===== src/rtl/window_deser_pkg.sv =====
// window_deser_pkg: shared state type, default sizes and slot mapping for the window deserialiser
package window_deser_pkg;

    typedef enum logic {ST_FILL, ST_STALL} state_t;

    localparam int DESER_DATA_W = 8;
    localparam int DESER_N      = 5;
    localparam int COL_W        = DESER_N * DESER_DATA_W;
    localparam int WIN_W        = DESER_N * DESER_N * DESER_DATA_W;
    localparam int CNT_W        = $clog2(DESER_N + 1);

    // pixel at column c, row r lands in row-major slot r*n+c (0-based)
    function automatic int col_row_to_slot(input int c, input int r, input int n);
        return r * n + c;
    endfunction

endpackage


===== src/rtl/column_shift_bank.sv =====
// column_shift_bank: N-column shift register, oldest column at index 0, exposed as a row-major window
module column_shift_bank
    import window_deser_pkg::*;
#(
    parameter int DATA_W = DESER_DATA_W,
    parameter int N      = DESER_N
) (
    input  logic                    clk,
    input  logic                    rst,
    input  logic                    shift,
    input  logic                    sync,
    input  logic [N*DATA_W-1:0]     col,
    output logic [N*N*DATA_W-1:0]   win,
    output logic [N*N*DATA_W-1:0]   win_nxt
);

    logic [N*DATA_W-1:0] bank [N];
    logic [N*DATA_W-1:0] nxt  [N];

    genvar c, r;
    for (c = 0; c < N; c++) begin : g_col
        if (c == N - 1) begin : g_tail
            assign nxt[c] = col;
        end else begin : g_body
            assign nxt[c] = sync ? '0 : bank[c+1];
        end
        for (r = 0; r < N; r++) begin : g_row
            assign win[col_row_to_slot(c, r, N)*DATA_W +: DATA_W]     = bank[c][r*DATA_W +: DATA_W];
            assign win_nxt[col_row_to_slot(c, r, N)*DATA_W +: DATA_W] = nxt[c][r*DATA_W +: DATA_W];
        end
    end

    // shift a new column in at the top; a sync start wipes older columns
    always_ff @(posedge clk or negedge rst)
        if (!rst) bank <= '{default: '0};
        else if (shift) bank <= nxt;

endmodule


===== src/rtl/window_deserialiser.sv =====
// window_deserialiser: rebuilds an NxN window from column handshakes; DESER_SLIDING_EN selects stride-1 sliding windows
module window_deserialiser
    import window_deser_pkg::*;
#(
    parameter int DATA_W = DESER_DATA_W,
    parameter int N      = DESER_N
) (
    input  logic                    clk,
    input  logic                    rst,
    input  logic [N*DATA_W-1:0]     in_col,
    input  logic                    in_first,
    input  logic                    in_valid,
    output logic                    in_ready,
    output logic [N*N*DATA_W-1:0]   out_win,
    output logic                    out_valid,
    input  logic                    out_ready,
    output logic                    err_sync
);

`ifdef DESER_SLIDING_EN
    localparam bit SLIDE = 1'b1;
`else
    localparam bit SLIDE = 1'b0;
`endif
    localparam int             CW   = $clog2(N + 1);
    localparam logic [CW-1:0]  FULL = CW'(N);

    state_t                  state;
    logic [CW-1:0]           fill_cnt;
    logic [CW-1:0]           cnt_inc;
    logic                    accept;
    logic                    complete;
    logic                    load_fill;
    logic                    load_stall;
    logic [N*N*DATA_W-1:0]   win;
    logic [N*N*DATA_W-1:0]   win_nxt;

    assign accept     = in_valid & in_ready;
    assign cnt_inc    = in_first ? CW'(1) : (fill_cnt == FULL ? FULL : fill_cnt + CW'(1));
    assign complete   = accept & (cnt_inc == FULL);
    assign load_fill  = complete & (!out_valid | out_ready);
    assign load_stall = (state == ST_STALL) & out_ready;

    column_shift_bank #(.DATA_W(DATA_W), .N(N)) u_bank (
        .clk     (clk),
        .rst     (rst),
        .shift   (accept),
        .sync    (accept & in_first),
        .col     (in_col),
        .win     (win),
        .win_nxt (win_nxt)
    );

    // fill counting, single-entry output register and fill/stall control
    always_ff @(posedge clk or negedge rst) begin
        if (!rst) begin
            state     <= ST_FILL;
            in_ready  <= 1'b0;
            fill_cnt  <= '0;
            out_win   <= '0;
            out_valid <= 1'b0;
            err_sync  <= 1'b0;
        end else begin
            err_sync  <= accept & in_first & (fill_cnt != '0) & (fill_cnt != FULL);
            if (accept) fill_cnt <= (!SLIDE && complete) ? '0 : cnt_inc;
            if (load_fill | load_stall) out_win <= load_stall ? win : win_nxt;
            out_valid <= load_fill | load_stall | (out_valid & !out_ready);
            case (state)
                ST_FILL: begin
                    state    <= (complete & out_valid & !out_ready) ? ST_STALL : ST_FILL;
                    in_ready <= !(complete & out_valid & !out_ready);
                end
                ST_STALL: begin
                    state    <= out_ready ? ST_FILL : ST_STALL;
                    in_ready <= out_ready;
                end
                default: begin
                    state    <= ST_FILL;
                    in_ready <= 1'b1;
                end
            endcase
        end
    end

endmodule


===== config.mk =====
export PLATFORM = sky130hd
export DESIGN_NAME = window_deserialiser
export DESIGN_NICKNAME = d
export VERILOG_FILES = /design/src/rtl/window_deser_pkg.sv /design/src/rtl/column_shift_bank.sv /design/src/rtl/window_deserialiser.sv
export SDC_FILE = /design/constraint.sdc
export NUM_CORES = 1
export LEC_CHECK = 0
export ABC_AREA = 0
export CELL_PAD_IN_SITES_DETAIL_PLACEMENT = 0
export CELL_PAD_IN_SITES_GLOBAL_PLACEMENT = 1
export CORE_MARGIN = 3
export CORE_UTILIZATION = 38
export CTS_CLUSTER_DIAMETER = 30
export DETAILED_ROUTE_END_ITERATION = 7
export PLACE_DENSITY = 0.8
export SYNTH_ARGS = -nofsm -noshare
export SYNTH_HDL_FRONTEND = slang
export SYNTH_SLANG_ARGS = --single-unit

===== constraint.sdc =====
create_clock -name clk -period 1.45 [get_ports clk]
set_clock_uncertainty 0.2 [all_clocks]
set_input_delay 0.3625 -clock clk [delete_from_list [all_inputs] [get_ports clk]]
set_output_delay 0.3625 -clock clk [all_outputs]
set_load 0.05 [all_outputs]

# Yosys cells after proc, flatten, opt, wreduce, memory -nomap -nowiden
# Index checks and enable logic that the tools add are counted.
# op_classes
reduce_logical	4
eq_ne	3
n_bitwise	14
addsub	1
n_mux	12
# ops
op	n
$mux 200	1
$mux 40	4
$and 1x1->1	10
$mux 3	3
$eq 3x3->1 const B	2
$pmux 1 s2	2
$add 3x1->3 const B	1
$logic_not 1->1	3
$ne 3x3->1 const B	1
$or 1x1->1	3
$reduce_bool 3->1	1
$mux 1	2
$not 1->1	1
# totals
reg_bits	407
elab_cells	45

# Longest topological paths before layout
# depth
depth_word	9
ltp_mapped	6
ltp_nobuf	3

# Modules after synthesis
# A second synthesis with hierarchy kept.
# hier_totals
hier_cells	1846
area_unflattened_um2	19765.2
# by_module_without_submodules
module	cells_each	area_each_um2	seq_area_each_um2	n_inst
window_deserialiser	1207	11021.8	5180.0	1
column_shift_bank	639	8743.4	5004.8	1

# Worst setup path before layout
# Ideal clock, no wire load.
# synth_path
path_kind	reg-to-reg
start	register out_valid
end	register out_win[100]
path_stages_with_launch	6
setup_time_ns	0.082
n_path_buf	2
arrival_time_ns	1.558
slack_ns	-0.390
cell_sequence	dfrtp_1 > nor2b_1 > buf_2 > buf_1 > o31ai_1 > a31oi_1
# synth_via
elab_chain_len	4
# synth_lines
element	line	rtl
from (decl)	window_deserialiser.sv:15	output logic out_valid,
from (signal assigned)	window_deserialiser.sv:67	out_valid <= load_fill | load_stall | (out_valid & !out_ready);
$logic_not 1->1	window_deserialiser.sv:41	assign load_fill = complete & (!out_valid | out_ready);
$or 1x1->1	window_deserialiser.sv:41	
$and 1x1->1	window_deserialiser.sv:41	
$or 1x1->1	window_deserialiser.sv:66	if (load_fill | load_stall) out_win <= load_stall ? win : win_nxt;
to (signal assigned)	window_deserialiser.sv:66	
to (decl)	window_deserialiser.sv:14	output logic [N*N*DATA_W-1:0] out_win,
# No other way between the ends.
# A chain may end at the register's enable or synchronous reset.

# Worst setup path in the final report
# layout_path
start	register fill_cnt[2]
end	register out_win[31]
# layout_via
elab_chain_len	7
# layout_lines
element	line	rtl
from (decl)	window_deserialiser.sv:29	logic [CW-1:0] fill_cnt;
from (signal assigned)	window_deserialiser.sv:65	if (accept) fill_cnt <= (!SLIDE && complete) ? '0 : cnt_inc;
$add 3x1->3 or $eq 3x3->1 (tied branches)	window_deserialiser.sv:39	assign cnt_inc = in_first ? CW'(1) : (fill_cnt == FULL ? FULL : fill_cnt + CW'(1));
$mux 3 (*) (2 in series)	window_deserialiser.sv:39	
$eq 3x3->1 (*)	window_deserialiser.sv:40	assign complete = accept & (cnt_inc == FULL);
$and 1x1->1 (*)	window_deserialiser.sv:40	
$and 1x1->1 (*)	window_deserialiser.sv:41	
$or 1x1->1 (*)	window_deserialiser.sv:66	
# Every way passes the cells marked *; elsewhere a longest branch is shown, timed or not.

==> impl_metrics.prom <==
# TYPE chip_impl_metric gauge
chip_impl_info{name="outcome",value="finished with violations"} 1
chip_impl_info{name="failed_checks",value="setup timing"} 1
chip_impl_metric{name="synth_top_cell_area_share",unit="%"} 53.4
chip_impl_metric{name="wl_met3",unit="um"} 7550
chip_impl_metric{name="io_buffers",unit=""} 247
chip_impl_info{name="crit_path_category",value="reg2reg"} 1
chip_impl_metric{name="drc",unit=""} 0
chip_impl_metric{name="numClockSinks",unit=""} 407
chip_impl_metric{name="initial_utilization",unit="%"} 38.7
chip_impl_metric{name="synth_cells",unit=""} 2072
chip_impl_metric{name="wl_met1",unit="um"} 30100
chip_impl_metric{name="cts.reportedPaths.clkPinSlew",unit="ns"} 0.05
chip_impl_metric{name="worst-endpoint-required",unit="ns"} 1.73
chip_impl_metric{name="synth.net_count",unit=""} 2117
chip_impl_metric{name="grt_antenna_before_repair",unit=""} 0
chip_impl_metric{name="synth.avg_cell_area",unit="um^2"} 9.21
chip_impl_metric{name="core_region_area",unit="mm^2"} 0.0493
chip_impl_metric{name="slew_headroom",unit="%"} 55.0
chip_impl_metric{name="fillCellCount",unit=""} 3325
chip_impl_metric{name="fin_setup_tns",unit="ns"} -192.76
chip_impl_info{name="cp_cell_sequence",value="clkinv_8, buf_16, o31ai_1, a31oi_1"} 1
chip_impl_metric{name="postSynth.asyncResetShare",unit="%"} 100
chip_impl_metric{name="cellLeakagePower",unit="nW"} 15.1
chip_impl_info{name="setup_repair_after_global_routing_missed_its_margin",value="true"} 1
chip_impl_metric{name="cts_buffers",unit=""} 93
chip_impl_metric{name="final_cell_area",unit="mm^2"} 0.0333
chip_impl_metric{name="post_synth_edffs",unit=""} 0
chip_impl_metric{name="report.final.slew_viol_count",unit=""} 0
chip_impl_info{name="cts_tree",value="yes"} 1
chip_impl_metric{name="critical_path_peak_fanout",unit=""} 76
chip_impl_info{name="largest_family_of_logic_cells_by_synthesized_area",value="simple AND/OR/NAND/NOR gates"} 1
chip_impl_metric{name="first_global_vias",unit=""} 18738
chip_impl_metric{name="timing_worst_slew_pin_value",unit="ns"} 0.676
chip_impl_info{name="min_path_type",value="in2reg"} 1
chip_impl_metric{name="synthesis.yosys.warnings",unit=""} 0
chip_impl_metric{name="final_period_minus_worst_setup_slack",unit="ns"} 1.96
chip_impl_metric{name="area_growth",unit="%"} 74.3
chip_impl_metric{name="fin_total_pwr",unit="mW"} 61.4
chip_impl_metric{name="post_synth_fa_ha_maj_area_fraction",unit="%"} 0
chip_impl_info{name="ys.flop_type",value="sky130_fd_sc_hd__dfrtp_1"} 1
chip_impl_metric{name="htree_levels",unit=""} 3
chip_impl_metric{name="cap_violations",unit=""} 0
chip_impl_metric{name="max-vdd-ir-drop",unit="mV"} 1.70
chip_impl_metric{name="synthXorXnorAreaFrac",unit="%"} 0
chip_impl_metric{name="initial_detailed_routing_violation_count",unit=""} 2603
chip_impl_metric{name="num_io_pins",unit=""} 248
chip_impl_metric{name="die-area",unit="mm^2"} 0.0530
chip_impl_metric{name="overflow",unit=""} 0
chip_impl_metric{name="setup_slack",unit="ns"} -0.508
chip_impl_metric{name="p_per_area",unit="mW/mm^2"} 1850
chip_impl_metric{name="post_drt_via_cell_ratio",unit=""} 6.00
chip_impl_metric{name="floorplan.die.width",unit="um"} 230
chip_impl_info{name="worst_setup_path_start_kind",value="register"} 1
chip_impl_metric{name="yosys.cell_types.count",unit=""} 27
chip_impl_info{name="highest-signal-layer",value="met4"} 1
chip_impl_metric{name="worst_ep_arrival_time",unit="ns"} 2.24
chip_impl_metric{name="fmaxAchievable",unit="MHz"} 511
chip_impl_info{name="cts_root_buffer",value="sky130_fd_sc_hd__clkbuf_16"} 1
chip_impl_metric{name="detailroute.wirelength.met2",unit="um"} 37800
chip_impl_metric{name="std_cell_rows",unit=""} 81
chip_impl_metric{name="report.final.setup_viol",unit=""} 610
chip_impl_metric{name="synth_sequential_area_ratio",unit="%"} 53.4
chip_impl_metric{name="cell_count_after_placement",unit=""} 2918
chip_impl_metric{name="first_pass_grt_wire_length",unit="um"} 109000
chip_impl_metric{name="muxShareOfSynthArea",unit="%"} 0
chip_impl_metric{name="dpl_hpwl",unit="um"} 38800
chip_impl_metric{name="postPlaceCellArea",unit="mm^2"} 0.0254
chip_impl_metric{name="synthSimpleGateAreaFrac",unit="%"} 25.9
chip_impl_metric{name="first_pass_iters",unit=""} 6
chip_impl_metric{name="fin_hold_viols",unit=""} 0
chip_impl_metric{name="synth-compound-area-share",unit="%"} 14.8
chip_impl_metric{name="finalWeightedCongestion",unit=""} 0.832
chip_impl_metric{name="antenna-diode-count",unit=""} 0
chip_impl_metric{name="netlist_area",unit="mm^2"} 0.0191
chip_impl_info{name="critical-path-slowest-cell",value="sky130_fd_sc_hd__dfrtp_4"} 1
chip_impl_metric{name="number_of_buffers_on_the_longest_clock_path",unit=""} 3
chip_impl_metric{name="cpPeakStageDelay",unit="ns"} 0.47
chip_impl_info{name="synth.top_cells.by_area",value="sky130_fd_sc_hd__dfrtp_1, sky130_fd_sc_hd__nand2_1, sky130_fd_sc_hd__o31ai_1"} 1
chip_impl_metric{name="pin_count_of_the_biggest_net_entering_global_routing",unit=""} 104
chip_impl_metric{name="fin_crit_sh",unit="%"} 135
chip_impl_metric{name="synth_register_bits",unit=""} 407
chip_impl_info{name="biggest_area_consumer_among_synthesized_cells",value="sky130_fd_sc_hd__dfrtp_1"} 1
chip_impl_info{name="endpoint_kind",value="register"} 1
chip_impl_metric{name="clk_latency",unit="ns"} 0.62
chip_impl_metric{name="instances_no_fill",unit=""} 3311
chip_impl_metric{name="final_core_utilization",unit="%"} 67.6
chip_impl_metric{name="die_h",unit="um"} 230
chip_impl_metric{name="drt_wl_total",unit="um"} 79100
chip_impl_metric{name="track_usage",unit="%"} 25.7
chip_impl_metric{name="drive_above_1_share",unit="%"} 37.9
chip_impl_metric{name="antenna_left",unit=""} 0
chip_impl_metric{name="average_wire_per_cell_in_the_routed_design",unit="um"} 23.9
chip_impl_metric{name="nNetsFinal",unit=""} 2615
chip_impl_metric{name="vias",unit=""} 19865
stage by stage:
stage / hold WS (ns) / setup WS, ns
floorplan: -0.133 / -0.223
global placement: -0.00739 / -0.759
detailed placement: -0.00917 / -0.800
CTS: 0.0120 / -0.453
global route: 0.0388 / -0.534
finish: 0.0499 / -0.508
sequential cells by signal (all words and copies together), names as in the netlist:
name,flops
in_ready,1
out_win,200
err_sync,1
out_valid,1
u_bank.win,200
state,1
fill_cnt,3
layer usage:
metal,GRT usage (%),vias up
met5,0,-
met4,10.1,0
met1,34.5,9850
li1,-,8530
met2,41.0,1254
met3,5.18,231
power breakdown:
| group | internal, mW | leakage (nW) | switching (mW) |
|---|---|---|---|
| Sequential | 13.6 | 5.32 | 2.86 |
| Clock | 15.7 | 1.66 | 7.14 |
| Combinational | 11.0 | 8.10 | 11.2 |
critical path, delay by kind of cell (launching register included):
kind	cells	cell delay, ns
buffers and inverters	2	0.34
DFF	1	0.47
AOI/OAI and AO/OA	2	0.64
cell families after synthesis:
kind of cell | count (synthesis)
flops | 407
simple gates | 1014
buf+inv | 242
compound gates | 409
placed cells by master (no fill, tap or decap), types with 2 or more instances in the layout:
cell type | Yosys | routed
sky130_fd_sc_hd__nor2_1 | 204 | 204
sky130_fd_sc_hd__buf_8 | 0 | 17
sky130_fd_sc_hd__clkinv_8 | 0 | 4
sky130_fd_sc_hd__clkinv_16 | 0 | 3
sky130_fd_sc_hd__o31ai_1 | 200 | 61
sky130_fd_sc_hd__nor2b_1 | 3 | 2
sky130_fd_sc_hd__clkdlybuf4s50_1 | 0 | 42
sky130_fd_sc_hd__clkbuf_8 | 0 | 17
sky130_fd_sc_hd__nand3b_1 | 160 | 160
sky130_fd_sc_hd__bufinv_16 | 0 | 17
sky130_fd_sc_hd__clkbuf_1 | 137 | 7
sky130_fd_sc_hd__buf_16 | 0 | 21
sky130_fd_sc_hd__buf_4 | 1 | 232
sky130_fd_sc_hd__a31oi_2 | 0 | 2
sky130_fd_sc_hd__clkbuf_16 | 0 | 128
sky130_fd_sc_hd__a21oi_1 | 2 | 2
sky130_fd_sc_hd__buf_6 | 21 | 27
sky130_fd_sc_hd__clkinv_2 | 0 | 15
sky130_fd_sc_hd__dlygate4sd3_1 | 0 | 3
sky130_fd_sc_hd__dfrtp_1 | 407 | 333
sky130_fd_sc_hd__o31ai_4 | 0 | 64
sky130_fd_sc_hd__nand2_1 | 442 | 423
sky130_fd_sc_hd__clkinvlp_4 | 0 | 12
sky130_fd_sc_hd__nand2_2 | 0 | 12
sky130_fd_sc_hd__nand4_1 | 200 | 200
sky130_fd_sc_hd__nand2_4 | 0 | 7
sky130_fd_sc_hd__buf_12 | 0 | 265
sky130_fd_sc_hd__clkinv_4 | 0 | 4
sky130_fd_sc_hd__dfrtp_2 | 0 | 73
sky130_fd_sc_hd__o31ai_2 | 0 | 75
sky130_fd_sc_hd__a31oi_1 | 201 | 199
area by class of cell:
cell class	count	area, um^2	area share, %
Sequential cell	407	10300	30.9
Timing Repair Buffer	643	9540	28.7
Multi-Input combinational cell	1423	9150	27.5
Clock buffer	117	2590	7.78
Clock inverter	55	870	2.61
Tap cell	664	831	2.50
Inverter	2	20.0	0.0602
repair_timing:
action / 4_1_cts / 5_1_grt
buffers inserted: 72 / 96
hold buffers: 3 / 0
gates cloned: 20 / 41
endpoints found under the setup margin: 600 / 610
resized for setup: 161 / 228
pin swaps: 51 / 226
hold endpoints to repair: 408 / 0
path summary, 6_finish.rpt:
kind | cells after the start | start | end | slack, ns
min in group asynchronous | 3 | rst | u_bank.win[37] | 0.16
worst max register to register | 4 | fill_cnt[2] | out_win[31] | -0.51
worst min register to register | 2 | u_bank.win[164] | u_bank.win[164] | 0.26
worst min-delay path | 3 | in_first | err_sync | 0.05
worst max-delay path | 4 | fill_cnt[2] | out_win[31] | -0.51
max in group asynchronous | 3 | rst | out_win[20] | 0.12
Yosys cell counts, types with 2 or more instances:
| master | count |
|---|---|
| sky130_fd_sc_hd__buf_6 | 21 |
| sky130_fd_sc_hd__clkbuf_1 | 137 |
| sky130_fd_sc_hd__buf_1 | 21 |
| sky130_fd_sc_hd__o31ai_1 | 200 |
| sky130_fd_sc_hd__dfrtp_1 | 407 |
| sky130_fd_sc_hd__nand3b_1 | 160 |
| sky130_fd_sc_hd__a21oi_1 | 2 |
| sky130_fd_sc_hd__nor2b_1 | 3 |
| sky130_fd_sc_hd__a31oi_1 | 201 |
| sky130_fd_sc_hd__nand4_1 | 200 |
| sky130_fd_sc_hd__nand2_1 | 442 |
| sky130_fd_sc_hd__buf_2 | 60 |
| sky130_fd_sc_hd__nor2_1 | 204 |
(Power assumes the default switching activity.)
